**src/rtl/ml_token_sequencer_if.sv**
```systemverilog
// ml_token_sequencer_if
//   Bundles the host-side handshakes, the array boundary and the error
//   controls of ml_token_sequencer into one interface.
//
//   Handshake rule for both in_* and res_*: a transfer happens on a rising
//   clock edge where valid and ready are both high. The sender holds valid and
//   its data stable until that edge. The receiver may raise or drop ready at
//   any time.
//
//   Signals (WIDTH dual-rail lanes):
//     in_valid / in_ready / in_data[WIDTH]     host word into the sequencer
//     res_valid / res_ready / res_data[WIDTH]  decoded result to the consumer
//     cell_reset                               active-high reset to the array cells
//     cell_in[2*WIDTH]                         dual-rail drive to the array
//     cell_out[2*WIDTH]                        dual-rail result from the array (asynchronous)
//     err / err_clr                            sticky error flag and its clear
//
//   Modports:
//     slave  - the sequencer itself
//     master - the surroundings: host, consumer and array together
interface ml_token_sequencer_if #(
  parameter int WIDTH = 4
);
  logic               in_valid;
  logic               in_ready;
  logic [WIDTH-1:0]   in_data;
  logic               cell_reset;
  logic [2*WIDTH-1:0] cell_in;
  logic [2*WIDTH-1:0] cell_out;
  logic               res_valid;
  logic               res_ready;
  logic [WIDTH-1:0]   res_data;
  logic               err;
  logic               err_clr;

  modport slave (
    input  in_valid, in_data, cell_out, res_ready, err_clr,
    output in_ready, cell_reset, cell_in, res_valid, res_data, err
  );

  modport master (
    output in_valid, in_data, cell_out, res_ready, err_clr,
    input  in_ready, cell_reset, cell_in, res_valid, res_data, err
  );
endinterface

```
**src/rtl/ml_token_sequencer.sv**
```systemverilog
// ml_token_sequencer
//   Feeds host words into an asynchronous Morphle Logic cell array as
//   dual-rail tokens. It runs the four-phase cycle: data token, wait for a
//   complete result, capture, spacer, wait for all-empty. The sequencer also
//   owns the array's cell reset.
//
//   Lane code: 00 empty, 01 logic 0, 10 logic 1, 11 illegal.
//
//   Ports:
//     clk        system clock
//     reset_n    asynchronous active-low reset
//     bus        ml_token_sequencer_if.slave (host, consumer, array, error)
//     dbg_state  current FSM state, for observation only
//
//   Parameters: WIDTH lanes, RST_CYCLES cell-reset length, TIMEOUT
//   watchdog limit.
//
//   Optional feature: define ML_WATCHDOG_EN to time the SETTLE, DRIVE and
//   SPACER waits. A wait that reaches TIMEOUT cycles is treated like an
//   illegal code. Without the macro those states wait indefinitely.
module ml_token_sequencer #(
  parameter int WIDTH      = 4,
  parameter int RST_CYCLES = 4,
  parameter int TIMEOUT    = 255
) (
  input  logic                clk,
  input  logic                reset_n,
  ml_token_sequencer_if.slave bus,
  output logic [2:0]          dbg_state
);

  typedef enum logic [2:0] {ARST, SETTLE, IDLE, DRIVE, HOLD, SPACER, ERR} state_t;

  localparam int RC_W = (RST_CYCLES > 1) ? $clog2(RST_CYCLES) : 1;
  localparam logic [RC_W-1:0] RC_LAST = RC_W'(RST_CYCLES - 1);

  if (RST_CYCLES < 1 || TIMEOUT < 1) begin : g_param_check
    $error("ml_token_sequencer: RST_CYCLES and TIMEOUT must be >= 1");
  end

  state_t             state_q, state_n;
  logic [RC_W-1:0]    rst_cnt_q, rst_cnt_n;
  logic               cell_reset_q, cell_reset_n;
  logic [2*WIDTH-1:0] cell_in_q, cell_in_n;
  logic               in_ready_q, in_ready_n;
  logic               res_valid_q, res_valid_n;
  logic [WIDTH-1:0]   res_data_q, res_data_n;
  logic               err_q, err_n;
  logic [2*WIDTH-1:0] sync1_q, sync2_q;

  logic               all_full, all_empty, any_ill, go_err;
  logic [2*WIDTH-1:0] enc;
  logic [WIDTH-1:0]   dec;

`ifdef ML_WATCHDOG_EN
  localparam int WD_RAW = $clog2(TIMEOUT + 1);
  localparam int WD_W   = (WD_RAW < 8) ? 8 : ((WD_RAW > 16) ? 16 : WD_RAW);
  logic [WD_W-1:0] wd_q, wd_n;
  logic            wd_timed;
`endif

  // Lane classification on the synchronized result, plus host-word encoding.
  always_comb begin
    all_full = 1'b1;
    any_ill  = 1'b0;
    enc      = '0;
    dec      = '0;
    for (int i = 0; i < WIDTH; i++) begin
      all_full = all_full & (sync2_q[2*i] | sync2_q[2*i+1]);
      any_ill  = any_ill | (sync2_q[2*i] & sync2_q[2*i+1]);
      enc[2*i +: 2] = bus.in_data[i] ? 2'b10 : 2'b01;
      dec[i]        = (sync2_q[2*i +: 2] == 2'b10);
    end
  end

  assign all_empty = ~|sync2_q;

  always_comb begin
    state_n      = state_q;
    rst_cnt_n    = rst_cnt_q;
    cell_reset_n = cell_reset_q;
    cell_in_n    = cell_in_q;
    in_ready_n   = 1'b0;
    res_valid_n  = res_valid_q;
    res_data_n   = res_data_q;
    err_n        = err_q;
    go_err       = 1'b0;

    case (state_q)
      ARST: begin
        if (rst_cnt_q == RC_LAST) begin
          cell_reset_n = 1'b0;
          rst_cnt_n    = '0;
          state_n      = SETTLE;
        end else begin
          rst_cnt_n = rst_cnt_q + 1'b1;
        end
      end
      SETTLE: if (all_empty) state_n = IDLE;
      IDLE: begin
        // in_ready is registered. It rises the cycle after IDLE is entered,
        // which keeps a spacer between any two accepted words.
        if (bus.in_valid && in_ready_q) begin
          cell_in_n = enc;
          state_n   = DRIVE;
        end else begin
          in_ready_n = 1'b1;
        end
      end
      DRIVE: begin
        // A partly filled word is still in flight, so keep waiting.
        if (any_ill) go_err = 1'b1;
        else if (all_full) begin
          res_data_n  = dec;
          res_valid_n = 1'b1;
          state_n     = HOLD;
        end
      end
      HOLD: begin
        if (any_ill) go_err = 1'b1;
        else if (res_valid_q && bus.res_ready) begin
          res_valid_n = 1'b0;
          cell_in_n   = '0;
          state_n     = SPACER;
        end
      end
      SPACER: begin
        if (any_ill) go_err = 1'b1;
        else if (all_empty) state_n = IDLE;
      end
      ERR: begin
        if (bus.err_clr) begin
          err_n     = 1'b0;
          rst_cnt_n = '0;
          state_n   = ARST;
        end
      end
      default: begin
        cell_reset_n = 1'b1;
        rst_cnt_n    = '0;
        state_n      = ARST;
      end
    endcase

`ifdef ML_WATCHDOG_EN
    wd_timed = (state_q == SETTLE) || (state_q == DRIVE) || (state_q == SPACER);
    if (wd_timed && (wd_q == WD_W'(TIMEOUT - 1))) go_err = 1'b1;
`endif

    if (go_err) begin
      err_n        = 1'b1;
      res_valid_n  = 1'b0;
      cell_in_n    = '0;
      cell_reset_n = 1'b1;
      state_n      = ERR;
    end

`ifdef ML_WATCHDOG_EN
    if (state_n != state_q) wd_n = '0;
    else if (wd_timed)      wd_n = wd_q + 1'b1;
    else                    wd_n = wd_q;
`endif
  end

  always_ff @(posedge clk or negedge reset_n) begin
    if (!reset_n) begin
      state_q      <= ARST;
      rst_cnt_q    <= '0;
      cell_reset_q <= 1'b1;
      cell_in_q    <= '0;
      in_ready_q   <= 1'b0;
      res_valid_q  <= 1'b0;
      res_data_q   <= '0;
      err_q        <= 1'b0;
      sync1_q      <= '0;
      sync2_q      <= '0;
    end else begin
      state_q      <= state_n;
      rst_cnt_q    <= rst_cnt_n;
      cell_reset_q <= cell_reset_n;
      cell_in_q    <= cell_in_n;
      in_ready_q   <= in_ready_n;
      res_valid_q  <= res_valid_n;
      res_data_q   <= res_data_n;
      err_q        <= err_n;
      sync1_q      <= bus.cell_out;
      sync2_q      <= sync1_q;
    end
  end

`ifdef ML_WATCHDOG_EN
  always_ff @(posedge clk or negedge reset_n) begin
    if (!reset_n) wd_q <= '0;
    else          wd_q <= wd_n;
  end
`endif

  assign bus.in_ready   = in_ready_q;
  assign bus.cell_reset = cell_reset_q;
  assign bus.cell_in    = cell_in_q;
  assign bus.res_valid  = res_valid_q;
  assign bus.res_data   = res_data_q;
  assign bus.err        = err_q;
  assign dbg_state      = state_q;

endmodule

```
**src/flat_wrapper.sv**
```systemverilog
// flat-port wrapper written by rule: the top's interface ports become plain ports
module ml_token_sequencer_flat 
#(
  parameter int WIDTH      = 4,
  parameter int RST_CYCLES = 4,
  parameter int TIMEOUT    = 255
)
  (clk, reset_n, dbg_state, bus_in_valid, bus_in_data, bus_cell_out, bus_res_ready, bus_err_clr, bus_in_ready, bus_cell_reset, bus_cell_in, bus_res_valid, bus_res_data, bus_err);
  ml_token_sequencer_if #(.WIDTH(WIDTH)) bus_i ();
  input  logic clk;
  input  logic reset_n;
  output logic [2:0] dbg_state;
  input wire logic [$bits(bus_i.in_valid)-1:0] bus_in_valid;
  input wire logic [$bits(bus_i.in_data)-1:0] bus_in_data;
  input wire logic [$bits(bus_i.cell_out)-1:0] bus_cell_out;
  input wire logic [$bits(bus_i.res_ready)-1:0] bus_res_ready;
  input wire logic [$bits(bus_i.err_clr)-1:0] bus_err_clr;
  output wire logic [$bits(bus_i.in_ready)-1:0] bus_in_ready;
  output wire logic [$bits(bus_i.cell_reset)-1:0] bus_cell_reset;
  output wire logic [$bits(bus_i.cell_in)-1:0] bus_cell_in;
  output wire logic [$bits(bus_i.res_valid)-1:0] bus_res_valid;
  output wire logic [$bits(bus_i.res_data)-1:0] bus_res_data;
  output wire logic [$bits(bus_i.err)-1:0] bus_err;
  assign bus_i.in_valid = bus_in_valid;
  assign bus_i.in_data = bus_in_data;
  assign bus_i.cell_out = bus_cell_out;
  assign bus_i.res_ready = bus_res_ready;
  assign bus_i.err_clr = bus_err_clr;
  assign bus_in_ready = bus_i.in_ready;
  assign bus_cell_reset = bus_i.cell_reset;
  assign bus_cell_in = bus_i.cell_in;
  assign bus_res_valid = bus_i.res_valid;
  assign bus_res_data = bus_i.res_data;
  assign bus_err = bus_i.err;
  ml_token_sequencer #(.WIDTH(WIDTH), .RST_CYCLES(RST_CYCLES), .TIMEOUT(TIMEOUT)) u_core (.clk(clk), .reset_n(reset_n), .bus(bus_i), .dbg_state(dbg_state));
endmodule
```
**config.mk**
```make
export PLATFORM = sky130hd
export DESIGN_NAME = ml_token_sequencer_flat
export DESIGN_NICKNAME = d
export VERILOG_FILES = /design/src/rtl/ml_token_sequencer_if.sv /design/src/rtl/ml_token_sequencer.sv /design/src/flat_wrapper.sv
export SDC_FILE = /design/constraint.sdc
export NUM_CORES = 1
export LEC_CHECK = 0
export CAP_MARGIN = 20
export CELL_PAD_IN_SITES_DETAIL_PLACEMENT = 1
export CELL_PAD_IN_SITES_GLOBAL_PLACEMENT = 2
export CORE_ASPECT_RATIO = 1.1
export CORE_MARGIN = 4
export CORE_UTILIZATION = 31
export CTS_BUF_LIST = sky130_fd_sc_hd__clkbuf_16
export CTS_CLUSTER_DIAMETER = 40
export DETAILED_ROUTE_END_ITERATION = 16
export HOLD_SLACK_MARGIN = 0.12
export PLACE_DENSITY = 0.86
export SETUP_SLACK_MARGIN = 0.3
export SYNTH_ARGS = -nofsm -noshare
export SYNTH_HDL_FRONTEND = slang
export SYNTH_SLANG_ARGS = --single-unit
```
**constraint.sdc**
```tcl
create_clock -name clk -period 2.3 [get_ports clk]
set_input_delay 0.46 -clock clk [delete_from_list [all_inputs] [get_ports clk]]
set_output_delay 0.46 -clock clk [all_outputs]
set_load 0.01 [all_outputs]
```
After elaboration in Yosys (flattened, before gate mapping). Index checks and enable logic that the tools add are counted.

Bits in registers: 37.

Eq/ne operators: 21. Add/sub/neg operators: 1. Bitwise logic cells: 16. Reductions and logical operators: 18. Mux-type cells: 39.

Operators by type and width (number): $mux W8 (4); $mux W3 (10); $pmux W3 S7 (1); $pmux W8 S2 (1); $mux W1 (14); $mux W2 (6); $ne A3 B1 Y1 const B (4); $eq A2 B2 Y1 const B (5); $eq A3 B3 Y1 const B (3); $ne A3 B3 Y1 const B (3); $reduce_and A8 Y1 (1); $reduce_or A8 Y1 (1); $and A1 B1 Y1 (7); $or A1 B1 Y1 (7); $eq A3 B2 Y1 const B (2); $pmux W2 S3 (1); $reduce_and A2 Y1 (3); $reduce_bool A3 Y1 (2); $reduce_or A6 Y1 (1); $reduce_and A5 Y1 (1); $reduce_or A5 Y1 (1); $pmux W1 S2 (2); $reduce_and A4 Y1 (1); $reduce_bool A2 Y1 (2); 10 further kinds (12).

Logic depth before layout (Yosys ltp).
Depth in word-level cells: 8. Mapped depth: 6. Depth with buffers taken out: 5.

Worst setup path before layout. Ideal clock, no wire load.

Path kind: register -> register. Start: register u_core.state_q[2] (netlist: u_core.dbg_state[2]). End: register u_core.state_q[1] (netlist: u_core.dbg_state[1]). Setup slack: 0.572 ns. Arrival: 1.601 ns. Setup time: 0.128 ns. Period minus slack after synthesis: 1.728 ns. Data required time: 2.172 ns. Cell stages (with the launch flop): 6. Path through: dfrtp_1 > nand3b_2 > a22oi_2 > o22ai_1 > nor3_2 > mux2_1.

Cells in the longest elaborated chain, start to end: 5. Elaborated cells on any way between the ends: 20. Those cells by class: eq/ne (14); mux (3); reduce/logical (3).

RTL lines: start: declaration (RTL line ml_token_sequencer.sv:41) `state_t state_q, state_n;`; start signal: assignment (RTL line ml_token_sequencer.sv:178) `state_q <= state_n;`; $eq A3 B2 Y1 / $eq A3 B3 Y1 (equally long branches) (RTL line ml_token_sequencer.sv:89) `case (state_q)`; $reduce_or A3 Y1 (no line); $mux W1; $ne A3 B3 Y1 (no line), or another cell as far along; $reduce_and A8 Y1 (no line).

Several ways; a longest one is shown, not always the timed one. A chain may end at the register's enable or synchronous reset.

Final worst setup path.
Start: register u_core.state_q[2] (netlist: u_core.dbg_state[2]). End: output dbg_state[2].

RTL lines: end: declaration (RTL line flat_wrapper.sv:12) `output logic [2:0] dbg_state;`.

No word-level cell between the ends.

==> summary.md <==
| Metric | Value |
|---|---|
| Avg Inst Size Synth | `~13 sq um` |
| Yosys cell types | `39` |
| Post-synth top cells | `dfrtp_1, nand2_1, nor2_1, o21ai_0, nor2b_1` |
| Port bufs | `35` |
| Layout Area Growth over Synthesis | `37.58%` |
| Simple-Gate Fraction of Synth Area | `between 10% and 20%` |
| Routed Antenna Nets | `0` |
| Clk pwr share | `between 20% and 30%` |
| Vias in the first global route | `~1300` |
| CTS sink cnt | `37` |
| Post-synth top flop | `dfrtp_1` |
| GRT Total Usage | `~14%` |
| Drt initial violations | `75` |
| Hold-fix buffers at CTS | `0` |
| Largest family of logic cells by synthesized area | `compound AO/OA/AOI/OAI gates` |
| Netlist Area Pre-Place | `between 0.0015 and 0.002 sq mm` |
| Pre-antenna DRT Iters | `4` |
| Sequential area share after synthesis | `between 60 and 70%` |
| Vias post-DR | `roughly 1100` |
| Post-route cell area | `between 0.002 and 0.0025 sq mm` |
| Die ar. | `around 0.0060 sq mm` |
| Asr flop ratio synth | `100.0%` |
| Pwr dens | `~1200 mW/mm^2` |
| Slew Viols, Final | `0` |
| Pleak | `slightly below 0.9 nW` |
| Residual DRC | `0` |
| Worst-skew pair later-pin latency | `around 280 ps` |
| Final setup violating endpoints | `0` |
| Setup TNS Final | `0 ps` |
| CP arrival | `~1400 ps` |
| Number of flops mapped to enable cells by yosys | `0` |
| Yosys warns | `0` |
| Switching Share | `33.98%` |
| Synth top area share | `between 60% and 70%` |
| CTS root buf | `clkbuf_16` |
| CTS tree | `built` |
| Worst Skew | `between 4 and 5 ps` |
| Worst setup path class | `reg -> out` |
| H-tree levels | `2` |
| Synth Area in Compound Gates | `between 15 and 20%` |
| Grt ovf | `0` |
| RSZ-0062 raised after global routing | `false` |
| First-pass GRT wire length | `about 6300 um` |
| Ratio of cells with drive above 1 in the final layout | `approximately 17%` |
| Clk pin slew, worst setup/hold paths | `approximately 60 ps` |
| Design Power | `roughly 2.6 mW` |
| Maxcap violations | `0` |
| Most frequent cell after synthesis | `dfrtp_1` |
| CP bufs+invs | `2` |
| Detailed Place HPWL | `2819 um` |
| Fillers | `about 500` |
| Placed cell areas | `roughly 0.0019 sq mm` |
| Sequential Power Share | `between 30% and 40%` |
| Slowest CP cell | `clkdlybuf4s50_1` |
| Psw | `871.6 uW` |
| Comb pwr share | `36.9%` |
| WP data required | `1840 ps` |
| Int Power | `roughly 1.7 mW` |
| CP Capture Type | `output pin` |
| FF+latch count, synth | `37` |
| Run status | `completed` |
| Rel. slew slack | `between 40% and 50%` |
| Initial antenna violation count | `0` |
| Core ar. | `between 0.004 and 0.005 sq mm` |
| Critical path's top delay family | `buffers and inverters` |
| Placer congestion estimate | `around 0.9` |
| FP Rows | `26` |
| Largest area contributor in the netlist | `dfrtp_1` |
| Wirelength per Cell | `17.37 um` |
| ANT cells | `0` |
| Adder-cell area share of the yosys netlist | `under 10%` |
| Hold Vio Cnt, Final | `0` |
| Worst stage delay on the critical path | `570 ps` |
| Largest net degree at the start of global routing | `38` |
| Die height | `between 80 and 90 um` |
| VDD IR max | `approximately 530 uV` |
| Io pins | `36` |
| Worst-path fanout max | `12` |
| Fmax | `about 530 MHz` |
| Fin crit period | `approximately 1900 ps` |
| Synth Instances | `120` |
| Initial core utilization | `~32%` |
| Die Wd | `74.36 um` |
| Tcrit/Tclk final | `a little over 80%` |
| Clock Tree Buf Depth | `2` |
| Multiplexer share of the synthesized area | `4.500%` |
| Ranking of synthesized cells by area | `dfrtp_1, mux2_2, nand2_1, a22oi_2, a22o_1` |
| Post-Syn Nets | `~140` |
| Slew @ Worst Pin | `between 800 and 900 ps` |
| Total Wirelength | `3803 um` |
| CTS Buf Count | `5` |
| Layout net count | `180` |
| Synth Area in XOR/XNOR | `0%` |
| Critical path cell sequence | `buf_4, clkdlybuf4s50_1` |
| Hold WC Path Type | `in -> async` |
| Vias per inst | `approximately 5.2` |
| Startpoint Class | `flop` |
[cells by family after synthesis]
family | after synthesis
and+or+nand+nor | 41
buffers and inverters | 5
adders and majority gates | 2
AOI/OAI and AO/OA | 29
muxes | 6
DFF | 37
[power by group through the flow]
stage               logic, mW  clock network (mW)  registers [mW]
CTS                     0.926               0.678           0.959
finish                  0.946               0.660           0.958
floorplan               0.538                   0           0.948
global placement        0.873                   0           0.947
detailed placement      0.918                   0           0.965
global route             1.03               0.710           0.986
[flip-flops by register name, summed over array words and instances (netlist names)]
signal                 flops
u_core.rst_cnt_q           2
u_core.bus.cell_reset      1
u_core.bus.err             1
u_core.bus.cell_in         8
u_core.bus.in_ready        1
u_core.dbg_state           3
u_core.bus.res_data        4
u_core.sync2_q             8
u_core.bus.res_valid       1
u_core.sync1_q             8
[repair_timing]
action	in CTS	in global routing
setup buffers	0	2
pin swaps	0	1
resized for setup	1	2
endpoints found under the setup margin	2	4
[placed cells by master (no fill, tap or decap), types with 2 or more instances in the layout]
cell / instances
clkdlybuf4s50_1: 34
dfrtp_1: 34
nand2_1: 11
nor2_1: 8
o21ai_0: 6
nor2b_1: 5
clkbuf_16: 5
nand2b_1: 4
a22o_1: 4
mux2_2: 4
a22oi_2: 3
a21oi_1: 3
buf_4: 3
and2_1: 2
nor3_1: 2
nand3_1: 2
inv_1: 2
nand4_1: 2
mux2_1: 2
clkinv_4: 2
dfrtp_2: 2
[stage by stage]
stage | setup WS [ps] | utilization, % | hold slack (ps) | cells
2_1_floorplan | 571.8 | - | 164.4 | 120
3_3_place_gp | 217.1 | 40.77 | 334.9 | 209
3_5_place_dp | 158.5 | 40.77 | 336.3 | 209
4_1_cts | 314.3 | 43.98 | 309.3 | 217
5_1_grt | 312.0 | 44.41 | 343.2 | 219
6_report | 400.2 | 44.41 | 277.8 | 219
[cell type report]
class                      instances  area, sq um  share of cell area (%)
sequential                        37        929.6                   45.00
clock inverter                     3        22.52                   1.090
timing repair buffer              38        367.9                   17.81
clock buffer                       5        125.1                   6.057
multi-input combinational         78        543.0                   26.29
inverter                           2        7.507                  0.3634
tap                               56        70.07                   3.392
[path summary, 6_finish.rpt]
check / start / endpoint / slack [ps] / cells past startpoint
setup / recovery: u_core.dbg_state[2]$_DFFE_PN0P_ / dbg_state[2] / 400 / 2
hold / removal: reset_n / u_core.bus.res_data[0]$_DFFE_PN0P_ / 280 / 1
setup reg to reg: u_core.dbg_state[1]$_DFFE_PN0P_ / u_core.dbg_state[2]$_DFFE_PN0P_ / 410 / 5
hold reg to reg: u_core.sync1_q[1]$_DFF_PN0_ / u_core.sync2_q[1]$_DFF_PN0_ / 340 / 0
max in group asynchronous: reset_n / u_core.dbg_state[0]$_DFFE_PN0P_ / 1440 / 1
min in group clk: u_core.sync1_q[1]$_DFF_PN0_ / u_core.sync2_q[1]$_DFF_PN0_ / 340 / 0
[metal layers]
| metal | up-vias | track usage (%) | part of all wire (%) |
|---|---|---|---|
| met5 | - | 0 | 0 |
| met4 | 0 | 6.050 | 2.0 |
| met3 | 9 | 4.455 | 4.4 |
| met2 | 27 | 25.27 | 55 |
| met1 | 590 | 15.03 | 38 |
| li1 | 520 | - | - |
Note: power is estimated with default switching activity, not from simulation.
